--- src/rtl/wb_arbiter.sv ---
// Two-master Wishbone arbiter: fetch and data ports share one single-beat bus,
// with alternating tie-break, fetch abort on flush and a bounded cycle timeout.
module wb_arbiter #(
  parameter int TIMEOUT = 255
) (
  input  logic        clk,
  input  logic        rst,
  input  logic        flush_i,
  input  logic        if_req_i,
  input  logic [31:0] if_addr_i,
  output logic [31:0] if_data_o,
  output logic        if_ack_o,
  input  logic        mem_req_i,
  input  logic        mem_we_i,
  input  logic [3:0]  mem_sel_i,
  input  logic [31:0] mem_addr_i,
  input  logic [31:0] mem_data_i,
  output logic [31:0] mem_data_o,
  output logic        mem_ack_o,
  output logic        stall_req_if_o,
  output logic        stall_req_mem_o,
  output logic        wb_cyc_o,
  output logic        wb_stb_o,
  output logic        wb_we_o,
  output logic [3:0]  wb_sel_o,
  output logic [31:0] wb_addr_o,
  output logic [31:0] wb_data_o,
  input  logic [31:0] wb_data_i,
  input  logic        wb_ack_i,
  output logic        bus_err_o
);

  typedef enum logic [1:0] {IDLE, BUSY_IF, BUSY_MEM, DONE} state_t;

  localparam logic [7:0] TO_LAST = 8'(TIMEOUT - 1);

  state_t      state, state_nxt;
  logic        last_mem, last_mem_nxt;
  logic [7:0]  cnt, cnt_nxt;
  logic        cyc_nxt, we_nxt;
  logic [3:0]  sel_nxt;
  logic [31:0] addr_nxt, wdata_nxt, if_data_nxt, mem_data_nxt;
  logic        if_ack_nxt, mem_ack_nxt, bus_err_nxt;
  logic        grant_mem, grant_if, timeout;

  // On a tie the port that did not win last time is granted.
  assign grant_mem = mem_req_i & (~if_req_i | ~last_mem);
  assign grant_if  = if_req_i & ~grant_mem;
  assign timeout   = (cnt == TO_LAST);

  assign stall_req_if_o  = if_req_i & ~if_ack_o;
  assign stall_req_mem_o = mem_req_i & ~mem_ack_o;
  assign wb_stb_o        = wb_cyc_o;

  always_ff @(posedge clk or negedge rst) begin
    if (!rst) begin
      state      <= IDLE;
      last_mem   <= 1'b0;
      cnt        <= 8'd0;
      wb_cyc_o   <= 1'b0;
      wb_we_o    <= 1'b0;
      wb_sel_o   <= 4'h0;
      wb_addr_o  <= 32'h0;
      wb_data_o  <= 32'h0;
      if_data_o  <= 32'h0;
      mem_data_o <= 32'h0;
      if_ack_o   <= 1'b0;
      mem_ack_o  <= 1'b0;
      bus_err_o  <= 1'b0;
    end else begin
      state      <= state_nxt;
      last_mem   <= last_mem_nxt;
      cnt        <= cnt_nxt;
      wb_cyc_o   <= cyc_nxt;
      wb_we_o    <= we_nxt;
      wb_sel_o   <= sel_nxt;
      wb_addr_o  <= addr_nxt;
      wb_data_o  <= wdata_nxt;
      if_data_o  <= if_data_nxt;
      mem_data_o <= mem_data_nxt;
      if_ack_o   <= if_ack_nxt;
      mem_ack_o  <= mem_ack_nxt;
      bus_err_o  <= bus_err_nxt;
    end
  end

  always_comb begin
    state_nxt = state;
    case (state)
      IDLE: begin
        if (grant_mem)     state_nxt = BUSY_MEM;
        else if (grant_if) state_nxt = BUSY_IF;
      end
      BUSY_IF: begin
        if (flush_i)                  state_nxt = IDLE;
        else if (wb_ack_i || timeout) state_nxt = DONE;
      end
      BUSY_MEM: begin
        if (wb_ack_i || timeout) state_nxt = DONE;
      end
      default: state_nxt = IDLE;
    endcase
  end

  // Registered bus/port values for the next cycle; ack and error are pulses.
  always_comb begin
    last_mem_nxt = last_mem;
    cnt_nxt      = cnt;
    cyc_nxt      = wb_cyc_o;
    we_nxt       = wb_we_o;
    sel_nxt      = wb_sel_o;
    addr_nxt     = wb_addr_o;
    wdata_nxt    = wb_data_o;
    if_data_nxt  = if_data_o;
    mem_data_nxt = mem_data_o;
    if_ack_nxt   = 1'b0;
    mem_ack_nxt  = 1'b0;
    bus_err_nxt  = 1'b0;
    case (state)
      IDLE: begin
        if (grant_mem) begin
          last_mem_nxt = 1'b1;
          cnt_nxt      = 8'd0;
          cyc_nxt      = 1'b1;
          we_nxt       = mem_we_i;
          sel_nxt      = mem_sel_i;
          addr_nxt     = mem_addr_i;
          wdata_nxt    = mem_data_i;
        end else if (grant_if) begin
          last_mem_nxt = 1'b0;
          cnt_nxt      = 8'd0;
          cyc_nxt      = 1'b1;
          we_nxt       = 1'b0;
          sel_nxt      = 4'hF;
          addr_nxt     = if_addr_i;
          wdata_nxt    = 32'h0;
        end
      end
      BUSY_IF: begin
        if (flush_i) begin
          cyc_nxt = 1'b0;
        end else if (wb_ack_i) begin
          cyc_nxt     = 1'b0;
          if_data_nxt = wb_data_i;
          if_ack_nxt  = 1'b1;
        end else if (timeout) begin
          cyc_nxt     = 1'b0;
          if_data_nxt = 32'h0;
          if_ack_nxt  = 1'b1;
          bus_err_nxt = 1'b1;
        end else begin
          cnt_nxt = cnt + 8'd1;
        end
      end
      BUSY_MEM: begin
        if (wb_ack_i) begin
          cyc_nxt      = 1'b0;
          mem_data_nxt = wb_data_i;
          mem_ack_nxt  = 1'b1;
        end else if (timeout) begin
          cyc_nxt      = 1'b0;
          mem_data_nxt = 32'h0;
          mem_ack_nxt  = 1'b1;
          bus_err_nxt  = 1'b1;
        end else begin
          cnt_nxt = cnt + 8'd1;
        end
      end
      default: ;
    endcase
  end

endmodule
--- config.mk ---
export PLATFORM = sky130hd
export DESIGN_NAME = wb_arbiter
export DESIGN_NICKNAME = d
export VERILOG_FILES = /design/src/rtl/wb_arbiter.sv
export SDC_FILE = /design/constraint.sdc
export NUM_CORES = 1
export LEC_CHECK = 0
export CAP_MARGIN = 15
export CORE_ASPECT_RATIO = 2
export CORE_MARGIN = 10
export CORE_UTILIZATION = 45
export DETAILED_ROUTE_END_ITERATION = 8
export GPL_ROUTABILITY_DRIVEN = 1
export PLACE_DENSITY = 0.9
export SETUP_SLACK_MARGIN = 0.5
export SLEW_MARGIN = 20
export SYNTH_ARGS = -nofsm -noshare
export SYNTH_HDL_FRONTEND = slang
export SYNTH_SLANG_ARGS = --single-unit
--- constraint.sdc ---
create_clock -name clk -period 3.5 [get_ports clk]
set_input_delay 0.35 -clock clk [delete_from_list [all_inputs] [get_ports clk]]
set_output_delay 0.35 -clock clk [all_outputs]
set_load 0.01 [all_outputs]
Yosys cells after proc, flatten, opt, wreduce, memory -nomap -nowiden
Index checks and enable logic that the tools add are counted.
- add/subtract/negate cells: 1
- equality and inequality tests: 5
- multiplexer cells: 36
- bitwise gates (word level): 11
- reduce and logical (&&, ||, !) cells: 10
- operators by type and width (cell ; count):
    32-bit two-way mux ; 6
    8-bit two-way mux ; 5
    8-bit case mux with 3 select lines ; 1
    1-bit two-way mux ; 15
    8-bit by 1-bit adder with 8-bit output, second input constant ; 1
    8-bit == test, second input constant ; 1
    2-bit two-way mux ; 4
    4-bit two-way mux ; 2
    1-bit NOT ; 6
    2-bit case mux with 3 select lines ; 1
    2-bit AND reduction ; 3
    3-bit AND reduction ; 2
    1-bit bitwise AND ; 4
    2-bit nonzero test ; 2
    3-bit != test, second input constant ; 1
    1-bit case mux with 3 select lines ; 1
    3-bit nonzero test ; 1
    2-bit by 1-bit == test with 1-bit output, second input constant ; 1
    2-bit == test, second input constant ; 1
    2-bit zero test ; 1
    2-bit != test, second input constant ; 1
    1-bit case mux with 2 select lines ; 1
    1-bit logical OR ; 1
    1-bit OR ; 1
- register bits after elaboration: 148
- input port bits: 139
- output and inout port bits: 140
- word-level logic and storage cells: 76

Depth between registers and ports, before layout
- depth after elaboration: 8
- depth in mapped cells: 7

Worst setup path before layout
No wires, ideal clock.
- kind: register -> register
- from: register state[0]
- to: register cnt[2]
- setup time: 0.069 ns
- arrival time: 1.685 ns
- slack: 1.746 ns
- cell stages (with the launch flop): 8
- path buffers: 1
- clock period less this slack: 1.754 ns
- cells stage by stage: dfrtp_1 inv_1 ha_1 or3b_4 nand2_2 buf_6 or4_1 nand3_1
- cells in the longest elaborated chain, start to end: 3
- elaborated cells between the ends (all ways): 8
- those cells by class: eq/ne: 4; mux: 1; reduce/logical: 3
- RTL lines (item ; RTL line ; RTL):
    from (decl) ; 37 ; state_t state, state_nxt;
    from (signal assigned) ; 71 ; state <= state_nxt;
    2-bit by 1-bit == test with 1-bit output (tied with other cells) ; 119 ; case (state)
    2-bit != test (no source line) (tied with other cells) ; -- ;
    3-bit AND reduction (no source line) ; -- ;
    to (signal assigned) ; 73 ; cnt <= cnt_nxt;
    to (decl) ; 39 ; logic [7:0] cnt, cnt_nxt;
Parallel ways exist; a longest one is shown, timed or not.
A chain may end at the register's enable or synchronous reset.

Worst setup path after layout
- from: register cnt[0]
- to: register if_data_o[10]
- cells in the longest elaborated chain, start to end: 3
- RTL lines (item ; RTL line ; RTL):
    8-bit == test ; 49 ; assign timeout = (cnt == TO_LAST);
    2-bit nonzero test (no source line) ; -- ;
    3-bit AND reduction (no source line) ; -- ;
    to (signal assigned) ; 79 ; if_data_o <= if_data_nxt;
    to (decl) ; 11 ; output logic [31:0] if_data_o,
Every way passes these cells.

==> flow_summary_export.csv <==
group,metric,value,unit
floorplanning,die_area,18880,µm²
clock_tree,post-cts-setup-buffers,0,
clock_tree,cts-root-buf,"clkbuf_16",
finish,syn_to_final_growth,55.80,%
timing,drv_slew,0,
clock_tree,ctsHoldBuffers,0,
floorplanning,io-pin-count,279,
global_routing,grt_max_degree,110,
logic_synthesis,ys_ff_latch,148,
clock_tree,cts.sinks,148,
logic_synthesis,synth_edf_count,0,
clock_tree,cts-htree-levels,4,
setup_path,start_kind,"flip-flop",
floorplanning,dieHeight,184.6,µm
timing,final-setup-viol-count,0,
drt,wire_per_inst,23.85,µm
logic_synthesis,syn_area,6095,µm²
global_routing,grt_pass1_vias,5737,
clock_tree,cts_tree,"done",
global_routing,grt_pass1_wl,32.60,mm
drt,drc,0,
placement,gp_congestion,0.8850,
floorplanning,fp.dieW,102.3,µm
setup_path,path_buf_inv,1,
timing,slew_headroom,34.43,%
global_routing,antenna_found_initial,0,
floorplanning,initial_utilization,45.61,%
timing,timing.fmax,468.9,MHz
power_and_ir_drop,p_clk_share,21.2,%
timing,hold_viol_final,0,
logic_synthesis,synth_cell_types,39,
timing,rsz0062_at_grt,"false",
setup_path,reg2reg_from,"cnt[0]",
drt,routed_via_density,5.867,
global_routing,grt.total_usage,22.47,%
drt,drtPass1Iterations,5,
power_and_ir_drop,power_density,875.7,nW/µm²
logic_synthesis,synth_cells,473,
power_and_ir_drop,power_leakage,4.070,nW
drt,wirelength,21.54,mm
clock_tree,clock_latency,0.41,ns
drt,initialDrtViolationCount,357,
setup_path,crit_path_max_incr_delay,0.47,ns
power_and_ir_drop,p_int,5.407,mW
logic_synthesis,ys.flop_type,"dfrtp_1",
clock_tree,cts_max_path_buffers,2,
floorplanning,std_cell_rows,60,
placement,place_worst_setup_slack,1.053,ns
finish,drive_above_1_share,6.551,%
timing,min_period,2.133,ns
timing,fin_worst_skew,0.009171,ns
global_routing,grt_remaining_overflow,0,
logic_synthesis,synth.avg_cell_area,12.88,µm²
setup_path,crit_slowest_cell,"dfrtp_1",
setup_path,arrival,2.42,ns
finish,n_antenna_cell,0,
setup_path,required,3.78,ns
timing,tightest_slew,0.9836,ns
finish,fin_nets,880,
power_and_ir_drop,p_sw,2.908,mW
setup_path,cp-end-kind,"flip-flop",
clock_tree,clk_pin_slew,0.07,ns
setup_path,r2r_slack,1.37,ns
setup_path,critical_path.top_delay_family,"compound AO/OA/AOI/OAI gates",
power_and_ir_drop,ir_drop,589.3,µV
placement,port_buffers,278,
min_path,hp-class,"input port to asynchronous set/reset pin",
outcome,status,"complete, no violations",
timing,finalCritPeriodShare,60.94,%
logic_synthesis,synthDominantCellAreaShare,60.77,%
setup_path,ff2ff_path_depth,6,
logic_synthesis,synth_area_leaders,"dfrtp_1 (61%), a32o_1 (11%), mux2i_1 (5.4%)",
logic_synthesis,yosysWarnings,0,
setup_path,worstPathCellList,"inv_1 > ha_1 > nand3_1 > o21bai_4 > nand2_4 > a32o_1",
logic_synthesis,synthArstFlopShare,100.0,%
clock_tree,post_cts_resized,0,
finish,num-fill-cells,867,
flow_run,max_cap_viol_count,0,
power_and_ir_drop,comb_power_share,43.9,%
setup_path,worstPathMaxFanout,33,
setup_path,worstSetupPathType,"flip-flop to flip-flop",
setup_path,r2r-end,"if_data_o[10]",
clock_tree,cts_made_buffers,17,
floorplanning,coreArea,13360,µm²
drt,num_vias,5298,
placement,hpwlAfterDp,15.98,mm
timing,setup_tns,0,ns
power_and_ir_drop,switching_share,34.98,%
timing,fin_ws,1.367,ns
logic_synthesis,synth_top_cell_by_area,"dfrtp_1",
power_and_ir_drop,seqPwrFrac,34.9,%
logic_synthesis,synth_nets,618,
drt,ant_nets,0,
logic_synthesis,seq_area_frac_synth,60.77,%
layout by cell type, fill, tap and decap left out, drive strengths merged, types with 3 or more instances in the layout:
cell           netlist  layout
clkinvlp             0       4
or4                  5       5
nand4                3       3
nor2b                5       5
a32o                65      65
ha                   6       6
o21ai               36      36
o22a                 4       4
nand2b               3       3
buf                 24       9
mux2i               33      33
clkinv               0       3
inv                  7      13
o31ai                3       3
dfrtp              148     148
nand3               10      10
a22o                34      34
clkbuf              18      18
nand2               46      46
clkdlybuf4s50        0     276
a21boi               3       3
nor2                 4       4
per-stage QoR:
step / hold WS (ns) / utilization (%) / cell area (µm²) / cells / total power, mW
2_1_floorplan: 0.05441 / - / 6095 / 473 / 4.461
3_3_place_gp: 0.4602 / 66.78 / 8924 / 871 / 6.381
3_5_place_dp: 0.4708 / 66.78 / 8924 / 871 / 6.557
4_1_cts: 0.1108 / 71.06 / 9495 / 903 / 8.384
5_1_grt: 0.1375 / 71.06 / 9495 / 903 / 8.752
6_report: 0.07217 / 71.06 / 9495 / 903 / 8.315
per-layer routing:
metal / share of wire [%] / track usage (%) / vias up
met5: 0 / 0 / -
met4: 2.8 / 9.251 / 0
met3: 12 / 10.65 / 43
met2: 51 / 37.57 / 322
met1: 34 / 23.42 / 2610
li1: - / - / 2323
cells by family after synthesis:
family,after synthesis,synth area share [%]
AO/OA/AOI/OAI,154,21.08
multiplexers,33,5.420
adder cells (fa/ha/maj),6,1.232
buffers and inverters,49,4.476
AND/OR/NAND/NOR,83,7.021
flip-flops,148,60.77
flip-flops by register name, indices dropped and copies added (netlist names), 2 cells and up:
name / flops
cnt: 8
state: 2
if_data_o: 32
mem_data_o: 32
wb_addr_o: 32
wb_data_o: 32
wb_sel_o: 4
power groups by stage:
| stage | registers, mW | logic (mW) | clock network, mW |
|---|---|---|---|
| floorplan | 3.16 | 1.30 | 0 |
| global placement | 2.85 | 3.54 | 0 |
| detailed placement | 2.90 | 3.65 | 0 |
| CTS | 2.89 | 3.69 | 1.81 |
| global route | 2.97 | 3.91 | 1.87 |
| finish | 2.90 | 3.65 | 1.77 |
layout make-up:
class | instances | area, µm² | area share [%]
clock buffer | 18 | 429.2 | 4.520
clock inverter | 14 | 142.6 | 1.502
inverter | 7 | 26.28 | 0.2767
multi-input combinational | 276 | 2143 | 22.57
sequential | 148 | 3704 | 39.00
tap | 155 | 193.9 | 2.042
timing repair buffer | 285 | 2856 | 30.08
cell usage after synthesis, types with 5 or more instances:
cell type and instances:
or4_1 5, nand3_1 10, inv_1 7, a32o_1 65, buf_6 8, nor2b_1 5
dfrtp_1 148, ha_1 6, buf_4 5, clkbuf_1 18, o21ai_0 35, nand2_1 43
mux2i_1 33, buf_2 8, a22o_1 34
worst max path at each step:
stage                         start              end  depth (start not counted)
final                        cnt[0]    if_data_o[10]                          6
after global routing       state[0]           cnt[3]                          6
after CTS                 mem_req_i  stall_req_mem_o                          3
after detailed placement  mem_req_i    wb_addr_o[19]                          5
after global placement    mem_req_i    wb_addr_o[11]                          5
after floorplan            state[0]           cnt[2]                          7
Power figures use the tool's default switching activity.
